**src/rtl/incl.vh**
```
// Shared build-wide defines for the PPU array: lane geometry (S x R bytes per
// result vector) and the ppu_out_wr state encodings.
`ifndef PPU_OUT_WR_INCL_VH
`define PPU_OUT_WR_INCL_VH

`define S 4
`define R 4

`define PPU_OUT_WR_IDLE 2'd0
`define PPU_OUT_WR_RUN  2'd1
`define PPU_OUT_WR_DONE 2'd2

`endif

```
**src/rtl/ppu_out_wr_pkg.sv**
```systemverilog
// Types and constants shared by ppu_out_wr, its FIFO and anything that needs
// the result-vector width.
`include "incl.vh"

package ppu_out_wr_pkg;

  // One result vector leaving the PPU array: S*R bytes.
  localparam int DATA_W = `S * `R * 8;

  typedef enum logic [1:0] {
    ST_IDLE = `PPU_OUT_WR_IDLE,
    ST_RUN  = `PPU_OUT_WR_RUN,
    ST_DONE = `PPU_OUT_WR_DONE
  } state_t;

endpackage

```
**src/rtl/ppu_out_fifo.sv**
```systemverilog
// Synchronous first-word-fall-through FIFO. dout always shows the head entry
// while the FIFO is non-empty. A push on a full FIFO is accepted only when a
// pop happens in the same cycle.
module ppu_out_fifo #(
  parameter int WIDTH = 8,
  parameter int DEPTH = 16
) (
  input  logic                     clk,
  input  logic                     rst,
  input  logic                     push,
  input  logic                     pop,
  input  logic [WIDTH-1:0]         din,
  output logic [WIDTH-1:0]         dout,
  output logic                     empty,
  output logic                     full,
  output logic [$clog2(DEPTH):0]   count
);

  localparam int AW = $clog2(DEPTH);

  logic [WIDTH-1:0] mem [DEPTH];
  logic [AW:0]      wr_ptr;
  logic [AW:0]      rd_ptr;
  logic             do_push;
  logic             do_pop;

  // Pointers carry one extra wrap bit so full and empty are distinguishable.
  assign count   = wr_ptr - rd_ptr;
  assign empty   = (count == '0);
  assign full    = (count == (AW+1)'(DEPTH));
  assign do_pop  = pop && !empty;
  assign do_push = push && (!full || do_pop);
  assign dout    = mem[rd_ptr[AW-1:0]];

  // Pointer update; both pointers clear on reset, which discards the contents.
  always_ff @(posedge clk) begin
    if (rst) begin
      wr_ptr <= '0;
      rd_ptr <= '0;
    end else begin
      if (do_push) wr_ptr <= wr_ptr + 1'b1;
      if (do_pop)  rd_ptr <= rd_ptr + 1'b1;
    end
  end

  // Storage write; no reset needed since empty entries are never presented.
  always_ff @(posedge clk) begin
    if (do_push) mem[wr_ptr[AW-1:0]] <= din;
  end

endmodule

```
**src/rtl/ppu_out_wr.sv**
```systemverilog
// PPU array back end: buffers result vectors in a FWFT FIFO and writes them
// to the output feature-map buffer as a rows x row_len block starting at a
// programmed base address, with a programmable stride between row starts.
//
// Optional build macro PPU_OUT_WR_PERF_EN adds the stall_cnt and idle_cnt
// performance counters.
//
// Handshake: a write transfers on a cycle where wr_en && wr_rdy; while wr_en
// is high and wr_rdy is low, wr_addr and wr_data hold their values and the
// FIFO is not popped. in_vld has no back-pressure: the PPU pipeline cannot
// stall, so in_afull warns upstream issue logic early and ovf records drops.
module ppu_out_wr
  import ppu_out_wr_pkg::*;
#(
  parameter int DEPTH        = 16,
  parameter int AFULL_MARGIN = 8,
  parameter int ADDR_WIDTH   = 21,
  parameter int CNT_WIDTH    = 16
) (
  input  logic                  clk,
  input  logic                  rst,
  input  logic                  start,
  input  logic [ADDR_WIDTH-1:0] base,
  input  logic [ADDR_WIDTH-1:0] stride,
  input  logic [CNT_WIDTH-1:0]  row_len,
  input  logic [CNT_WIDTH-1:0]  n_rows,
  input  logic                  in_vld,
  input  logic [DATA_W-1:0]     in_data,
  output logic                  in_afull,
  output logic                  wr_en,
  output logic [ADDR_WIDTH-1:0] wr_addr,
  output logic [DATA_W-1:0]     wr_data,
  input  logic                  wr_rdy,
  output logic                  busy,
  output logic                  done,
  output logic                  ovf,
  output logic [1:0]            state_dbg
`ifdef PPU_OUT_WR_PERF_EN
  ,
  output logic [31:0]           stall_cnt,
  output logic [31:0]           idle_cnt
`endif
);

  localparam int CW = $clog2(DEPTH);

  state_t                state;
  state_t                state_nx;

  logic [ADDR_WIDTH-1:0] stride_q;
  logic [ADDR_WIDTH-1:0] row_base;
  logic [ADDR_WIDTH-1:0] wr_addr_q;
  logic [CNT_WIDTH-1:0]  row_len_q;
  logic [CNT_WIDTH-1:0]  n_rows_q;
  logic [CNT_WIDTH-1:0]  row;
  logic [CNT_WIDTH-1:0]  col;

  logic                  f_push;
  logic                  f_pop;
  logic                  f_empty;
  logic                  f_full;
  logic [CW:0]           f_count;
  logic [CW:0]           count_nx;
  logic [DATA_W-1:0]     f_dout;

  logic                  accept;
  logic                  last_col;
  logic                  last_row;
  logic                  launch;

  // A start is only honoured from IDLE; in RUN and DONE it is ignored.
  assign launch   = (state == ST_IDLE) && start;
  assign accept   = wr_en && wr_rdy;
  assign last_col = (col == row_len_q - 1'b1);
  assign last_row = (row == n_rows_q - 1'b1);

  // Pushes happen in every state; a full FIFO still takes a vector when the
  // head leaves in the same cycle.
  assign f_pop    = accept;
  assign f_push   = in_vld && (!f_full || f_pop);
  assign count_nx = f_count + (CW+1)'(f_push) - (CW+1)'(f_pop);

  ppu_out_fifo #(
    .WIDTH (DATA_W),
    .DEPTH (DEPTH)
  ) u_fifo (
    .clk   (clk),
    .rst   (rst),
    .push  (f_push),
    .pop   (f_pop),
    .din   (in_data),
    .dout  (f_dout),
    .empty (f_empty),
    .full  (f_full),
    .count (f_count)
  );

  // Write port: FIFO head falls straight through while running.
  assign wr_en     = (state == ST_RUN) && !f_empty;
  assign wr_data   = wr_en ? f_dout : '0;
  assign wr_addr   = wr_addr_q;
  assign busy      = (state == ST_RUN);
  assign done      = (state == ST_DONE);
  assign state_dbg = state;

  // State register.
  always_ff @(posedge clk) begin
    if (rst) state <= ST_IDLE;
    else     state <= state_nx;
  end

  // Next-state logic: RUN ends on the accepted write of the final vector.
  always_comb begin
    state_nx = state;
    case (state)
      ST_IDLE: if (start) state_nx = ST_RUN;
      ST_RUN:  if (accept && last_col && last_row) state_nx = ST_DONE;
      ST_DONE: state_nx = ST_IDLE;
      default: state_nx = ST_IDLE;
    endcase
  end

  // Block walker: latch operands on start, then step column/row per write.
  always_ff @(posedge clk) begin
    if (rst) begin
      stride_q  <= '0;
      row_base  <= '0;
      wr_addr_q <= '0;
      row_len_q <= '0;
      n_rows_q  <= '0;
      row       <= '0;
      col       <= '0;
    end else if (launch) begin
      stride_q  <= stride;
      row_base  <= base;
      wr_addr_q <= base;
      row_len_q <= row_len;
      n_rows_q  <= n_rows;
      row       <= '0;
      col       <= '0;
    end else if (accept) begin
      if (!last_col) begin
        col       <= col + 1'b1;
        wr_addr_q <= wr_addr_q + 1'b1;
      end else begin
        col       <= '0;
        row       <= row + 1'b1;
        row_base  <= row_base + stride_q;
        wr_addr_q <= row_base + stride_q;
      end
    end
  end

  // Sticky overflow; a drop in the same cycle as start still records.
  always_ff @(posedge clk) begin
    if (rst)                            ovf <= 1'b0;
    else if (in_vld && f_full && !f_pop) ovf <= 1'b1;
    else if (launch)                    ovf <= 1'b0;
  end

  // Almost-full from the occupancy after this cycle's push/pop.
  always_ff @(posedge clk) begin
    if (rst) in_afull <= 1'b0;
    else     in_afull <= (int'(DEPTH) - int'(count_nx)) <= AFULL_MARGIN;
  end

`ifdef PPU_OUT_WR_PERF_EN
  // Saturating RUN-time counters: back-pressure stalls and starved cycles.
  always_ff @(posedge clk) begin
    if (rst || launch) begin
      stall_cnt <= '0;
      idle_cnt  <= '0;
    end else if (state == ST_RUN) begin
      if (wr_en && !wr_rdy && (stall_cnt != 32'hFFFF_FFFF))
        stall_cnt <= stall_cnt + 32'd1;
      if (f_empty && (idle_cnt != 32'hFFFF_FFFF))
        idle_cnt <= idle_cnt + 32'd1;
    end
  end
`else
  // Performance counters are not built in this configuration.
`endif

endmodule

```
**config.mk**
```make
export PLATFORM = sky130hd
export DESIGN_NAME = ppu_out_wr
export DESIGN_NICKNAME = d
export VERILOG_FILES = /design/src/rtl/ppu_out_wr_pkg.sv /design/src/rtl/ppu_out_fifo.sv /design/src/rtl/ppu_out_wr.sv
export VERILOG_INCLUDE_DIRS = /design/src /design/src/rtl
export SDC_FILE = /design/constraint.sdc
export NUM_CORES = 2
export LEC_CHECK = 0
export CAP_MARGIN = 20
export CORE_MARGIN = 2
export CORE_UTILIZATION = 52
export CTS_BUF_LIST = sky130_fd_sc_hd__clkbuf_8
export CTS_CLUSTER_DIAMETER = 150
export DETAILED_ROUTE_END_ITERATION = 16
export GPL_TIMING_DRIVEN = 0
export PLACE_DENSITY = 0.7
export SLEW_MARGIN = 20
export SYNTH_ARGS = -nofsm -noshare
export SYNTH_HDL_FRONTEND = slang
export SYNTH_HIERARCHICAL = 1
export SYNTH_SLANG_ARGS = --single-unit
```
**constraint.sdc**
```tcl
create_clock -name clk -period 22.2 [get_ports clk]
set_clock_uncertainty 0.2 [all_clocks]
set_input_delay 3.33 -clock clk [delete_from_list [all_inputs] [get_ports clk]]
set_output_delay 3.33 -clock clk [all_outputs]
set_load 0.01 [all_outputs]
```
### Word level (Yosys, flattened, before mapping)

Memory sizes are Yosys's and may differ from the RTL's. A register that Yosys moved wholly into a read port is not among the register bits.
Cells that the tools add are included.

| storage, ports and cells | value |
|---|---|
| memories | 1 |
| register bits | 141 |
| output and inout bits | 156 |
| word-level logic and storage cells | 74 |
| input bits | 207 |
| memory bits (writable) | 2,048 |

Memories:

| memory | depth | width | rd ports | clocked after memory_dff | wr ports | line | source |
|---|---|---|---|---|---|---|---|
| u_fifo.mem | 16 | 128 | 1 | 1 | 1 | ppu_out_fifo.sv:21 | `logic [WIDTH-1:0] mem [DEPTH];` |

| cells by class | value |
|---|---|
| reduce and logical (&&, ||, !) cells | 24 |
| equality and inequality tests | 7 |
| order comparisons | 1 |
| add/sub/neg operators | 12 |
| multiplexer cells | 17 |

Operators by type and width:

| kind | number |
|---|---|
| two-way mux 128 bit | 1 |
| two-way mux 21 bit | 6 |
| adder 16 x 1 -> 16 bit, second input constant | 2 |
| == test 16 bit | 2 |
| subtractor 16 x 1 -> 16 bit, second input constant | 2 |
| adder 21 x 1 -> 21 bit, second input constant | 1 |
| adder 21 bit | 1 |
| two-way mux 16 bit | 1 |
| adder 5 x 1 -> 5 bit, second input constant | 2 |
| logical AND 1 bit | 10 |
| two-way mux 4 bit | 2 |
| <= comparator 6 x 5 -> 1 bit, second input constant | 1 |
| AND reduction 2 bit | 3 |
| nonzero test 2 bit | 3 |
| subtractor 5 x 5 -> 6 bit, first input constant | 1 |
| adder 5 x 1 -> 5 bit | 1 |
| == test 5 bit, second input constant | 1 |
| logical NOT 5 bit | 1 |
| subtractor 5 x 1 -> 5 bit | 1 |
| subtractor 5 bit | 1 |
| two-way mux 1 bit | 4 |
| two-way mux 2 bit | 2 |
| one-hot mux 2 bit (2 select lines) | 1 |
| logical NOT 1 bit | 3 |
| other kinds (7) | 8 |

### Logic depth before layout (Yosys ltp)

| depth | value |
|---|---|
| word-level depth | 11 |
| depth in mapped cells | 22 |
| gate-level depth less buffers | 20 |

### Modules after synthesis

Netlist, hierarchy kept.

By module, submodules not included:

| module | sequential area each (µm²) | area each (µm²) | cells an instance | times used |
|---|---|---|---|---|
| ppu_out_fifo | 61,779.3 | 77,981.0 | 3,116 | 1 |
| ppu_out_wr | 2,622.5 | 8,677.1 | 1,159 | 1 |

### Worst setup path after synthesis

Ideal clock, no wire load.

| timing path | value |
|---|---|
| path kind | input port to flip-flop |
| start | in wr_rdy |
| end | mem u_fifo/mem[3][0] (netlist name) (enable) |
| required time | 21.071 ns |
| slack | 4.619 ns |
| library setup time | 0.929 ns |
| arrival | 16.452 ns |
| stages on the path | 7 |
| buffers on the path | 3 |
| cells stage by stage | nand2_1 inv_1 clkbuf_1 buf_1 a2111oi_4 buf_4 nor4_1 |

| between the ends | value |
|---|---|
| cells in the longest elaborated chain, start to end | 6 |
| elaborated cells on any way between the ends | 8 |
| those cells by class | 2 x mux; 6 x reduce/logical |

RTL lines:

| item | line | source |
|---|---|---|
| start: declaration | ppu_out_wr.sv:33 | `input logic wr_rdy,` |
| logical AND 1 bit * | ppu_out_wr.sv:73 | `assign accept = wr_en && wr_rdy;` |
| via accept | ppu_out_wr.sv:66 | `logic accept;` |
| logical OR 1 bit or logical AND 1 bit (tied branches) | ppu_out_wr.sv:80, ppu_out_fifo.sv:31 |  |
| logical AND 1 bit or logical OR 1 bit (tied branches) | ppu_out_wr.sv:80, ppu_out_fifo.sv:32 |  |
| logical AND 1 bit * | ppu_out_fifo.sv:32 | `assign do_push = push && (!full \|\| do_pop);` |
| two-way mux 1 bit * | ppu_out_fifo.sv:48 | `if (do_push) mem[wr_ptr[AW-1:0]] <= din;` |
| two-way mux 1 bit (not written as such) * | ppu_out_fifo.sv:48 |  |
| end: declaration | ppu_out_fifo.sv:21 |  |

Mark *: on every way through the listed nets, which the timed path passes. The rest lies on a longest branch.

### Worst setup path in the final report

| timing path | value |
|---|---|
| start | reg u_fifo.wr_ptr[0] |
| end | out wr_data[30] |

| between the ends | value |
|---|---|
| cells in the longest elaborated chain, start to end | 5 |

RTL lines:

| item | line | source |
|---|---|---|
| start: declaration | ppu_out_fifo.sv:22 | `logic [AW:0] wr_ptr;` |
| start signal: assignment | ppu_out_fifo.sv:41 | `if (do_push) wr_ptr <= wr_ptr + 1'b1;` |
| subtractor 5 bit | ppu_out_fifo.sv:28 | `assign count = wr_ptr - rd_ptr;` |
| via f_count[2] | ppu_out_wr.sv:62 | `logic [CW:0] f_count;` |
| logical NOT 5 bit | ppu_out_fifo.sv:29 | `assign empty = (count == '0);` |
| via f_empty | ppu_out_wr.sv:60 | `logic f_empty;` |
| logical NOT 1 bit | ppu_out_wr.sv:99 | `assign wr_en = (state == ST_RUN) && !f_empty;` |
| logical AND 1 bit | ppu_out_wr.sv:99 |  |
| two-way mux 128 bit | ppu_out_wr.sv:100 | `assign wr_data = wr_en ? f_dout : '0;` |
| end: declaration | ppu_out_wr.sv:32 | `output logic [DATA_W-1:0] wr_data,` |

The timed path passes the listed nets, and every way through them passes these cells.

==> impl_metrics.tcl <==
set metrics [dict create \
    die_h_um 412 \
    synth-seq-cells 2193 \
    synth.distinct_cells 79 \
    worst_hold_slack_ns 0.259 \
    fillCellCount 11637 \
    cts_setup_buffers 0 \
    drv_cap 0 \
    most-common-layout-cells "2048 x edfxtp_1, 588 x mux4_2, 376 x clkbuf_8, 362 x clkdlybuf4s50_1, 195 x nand2_1" \
    antenna_found_initial 40 \
    gp_congestion 0.879 \
    vias 46056 \
    ctsHoldBuffers 0 \
    numCtsBuffers 362 \
    r2r_slack_ns 15.38 \
    p_leak_uw 0.0320 \
    antenna_left 0 \
    layout_commonest_cell "edfxtp_1" \
    max_stage_delay_ns 0.74 \
    hold_violations 0 \
    whs_path_depth 2 \
    maxSlewViolCount 0 \
    yosysWarningCount 6 \
    status "finished clean" \
    post-route-util_pct 61.3 \
    syn_to_final_growth_pct 16.9 \
    post-route-cell-area_sq_um 101000 \
    h-tree-depth 5 \
    sw_frac_of_total_pct 22.3 \
    reg2reg_depth 22 \
    grt_overflow 0 \
    tightest_slew_ns 1.08 \
    clock_tree.root_cell "clkbuf_8" \
    drtPass1Iterations 6 \
    die_area_sq_um 170000 \
    drc 0 \
    netlist_instances 4275 \
    p_switching_uw 1860 \
    min_path_type "reg2reg" \
    cts.sinks 2193 \
    post-route-period-util_pct 41.6 \
    cp_top_family "buffers and inverters" \
    fmax_mhz 108 \
    port_buffers 362 \
    clk_pin_slew_ns 0.06 \
    ir_drop_mv 0.0590 \
    finalWorstSetupSlack_ns 12.96 \
    path_cells "inv_1 > ha_1 > inv_1 > fa_1 > xor2_1 > nand4b_1 > a2bb2oi_2 > nor2_1 > clkbuf_2 > buf_16 > clkbuf_1 > and2_1 > clkdlybuf4s50_1" \
    timing.critical_path.from_type "flip-flop" \
    num_io_pins 363 \
    final_nets 5347 \
    seqPwrFrac_pct 55.3 \
    clock_path_buffers 4 \
    synthArstFlopShare_pct 0 \
    wl_per_cell_um 29.5 \
    placed_cell_area_sq_um 94900 \
    p_int_uw 6470 \
    drive_gt1_share_pct 23.4 \
    powerDensity_nw_per_um2 82.2 \
    core_sq_um 165000 \
    crit_fanout 10 \
    ys_seq_area_share_pct 74.3 \
    clk_latency_ns 1.02 \
    crit_path_end_kind "output pin" \
    grt_usage_pct 26.3 \
    relSlewSlack_pct 28.0 \
    hpwl_um 139000 \
    power_uw 8330 \
    crit_slowest_cell "clkbuf_1" \
    place_ws_ns 13.80 \
    placement_rows 149 \
    ys.flop_type "edfxtp_1" \
    synth_edf_count 2048 \
    cts-resized-gates 0 \
    pwr-share-clk_pct 38.2 \
    vias_per_cell 6.10 \
    drtIter0Drc 5243 \
    grt_max_degree 37 \
    grt_pass1_vias 46427 \
    arrival_ns 5.71 \
    worst-setup-path-type "reg2out" \
    avgSynthCellArea_sq_um 20.3 \
    wl_um 223000 \
    syn-cell-area_sq_um 86700 \
    p_comb_share_pct 6.5 \
    crit_required_ns 18.67 \
    regArea_sq_um 64400 \
    setup_viol 0 \
    die_w_um 412 \
    final.min_clock_period_ns 9.24 \
    cp.depth 13 \
    crit_top_cell "inv_1" \
    initial_utilization_pct 52.5 \
    multiInputGateArea_sq_um 21100 \
    rsz0062_at_grt "false" \
    critPathBufInv 6 \
    cts_tree "built" \
    grt_pass1_wl_um 318000 \
    syn-num-nets 4523 \
]
## worst reg2reg max path: stages (launching register included)
cell       delay [ns]
dfxtp_1          0.35
inv_1            0.16
ha_1             0.18
inv_1            0.05
fa_1             0.40
xor2_1           0.33
nand4b_1         0.27
a2bb2oi_2        0.17
nor2_1           0.32
nand2_1          0.25
inv_1            0.16
clkbuf_1         0.47
buf_1            0.73
a2111oi_4        0.15
buf_4            0.23
nor4_2           0.44
buf_2            0.31
buf_2            0.27
buf_2            0.26
buf_2            0.23
buf_2            0.19
buf_2            0.20
buf_2            0.23
## state kept, by name, indices dropped and copies added (netlist names), 2 cells and up, named ones only
name	flops
u_fifo/rd_ptr	5
u_fifo/mem	2048
stride_q	21
state_dbg	2
row_len_q	16
wr_addr	21
row	16
u_fifo/wr_ptr	5
n_rows_q	16
col	16
row_base	21
## worst paths after layout
kind,to,startpoint
setup / recovery,wr_data[30],u_fifo/wr_ptr[0]
setup reg to reg,u_fifo/mem[3][63],u_fifo/wr_ptr[0]
hold reg to reg,stride_q[10],stride_q[10]
hold / removal,stride_q[10],stride_q[10]
## power by group through the flow
stage | Sequential, uW | Combinational, uW | Clock, uW
5_1_grt | 4610 | 579 | 3420
3_5_place_dp | 4690 | 542 | 0
2_1_floorplan | 4700 | 276 | 0
3_3_place_gp | 4710 | 517 | 0
6_report | 4610 | 540 | 3180
4_1_cts | 4610 | 544 | 3250
## synth_stat cells, types with 11 or more instances
master	n	area share, %
or3_1	11	0.079
buf_4	25	0.22
nor3_1	25	0.14
buf_2	56	0.32
and3_1	32	0.23
clkbuf_1	120	0.52
a211oi_1	62	0.54
nand4_1	22	0.16
and2_1	137	0.99
buf_1	28	0.12
nor2_1	91	0.39
mux4_2	588	15
o21ai_0	27	0.16
nand3_1	32	0.18
nand2_1	195	0.84
mux2i_1	56	0.65
nor2b_1	59	0.43
xor2_1	39	0.39
dfxtp_1	145	3.3
inv_1	35	0.15
ha_1	38	0.55
edfxtp_1	2048	71
a21oi_1	177	1.0
xnor2_1	53	0.54
## layer usage
| layer | global-route usage [%] | wire length, um | vias to the layer above |
|---|---|---|---|
| li1 | - | - | 19290 |
| met3 | 6.02 | 20400 | 413 |
| met1 | 35.8 | 86700 | 24107 |
| met4 | 7.78 | 5290 | 32 |
| met2 | 42.8 | 110000 | 2214 |
| met5 | 0 | 205 | - |
## logic make-up after synthesis
kind of cell	after synthesis	synth area share (%)
muxes	651	16.0
xor gates and xnor gates	92	0.930
DFF	2193	74.3
AOI/OAI and AO/OA	365	2.67
buffers and inverters	270	1.41
adders and majority gates	41	0.618
and+or+nand+nor	663	4.03
## through the flow
step	TNS (ns)	instances
2_1_floorplan	0	4275
5_1_grt	0	7550
4_1_cts	0	7541
6_report	0	7556
3_3_place_gp	-1510.44	6826
3_5_place_dp	0	6924
## layout make-up
class | instances | area share (%)
flip-flops and latches | 2193 | 63.6
multi-input cells | 1812 | 20.8
repair buffers | 460 | 5.35
clock buffers | 376 | 5.11
well taps | 2189 | 2.70
clock inverters | 241 | 1.19
plain buffers | 235 | 1.09
inverters | 35 | 0.130
diodes | 15 | 0.0370
(Power assumes the default switching activity.)
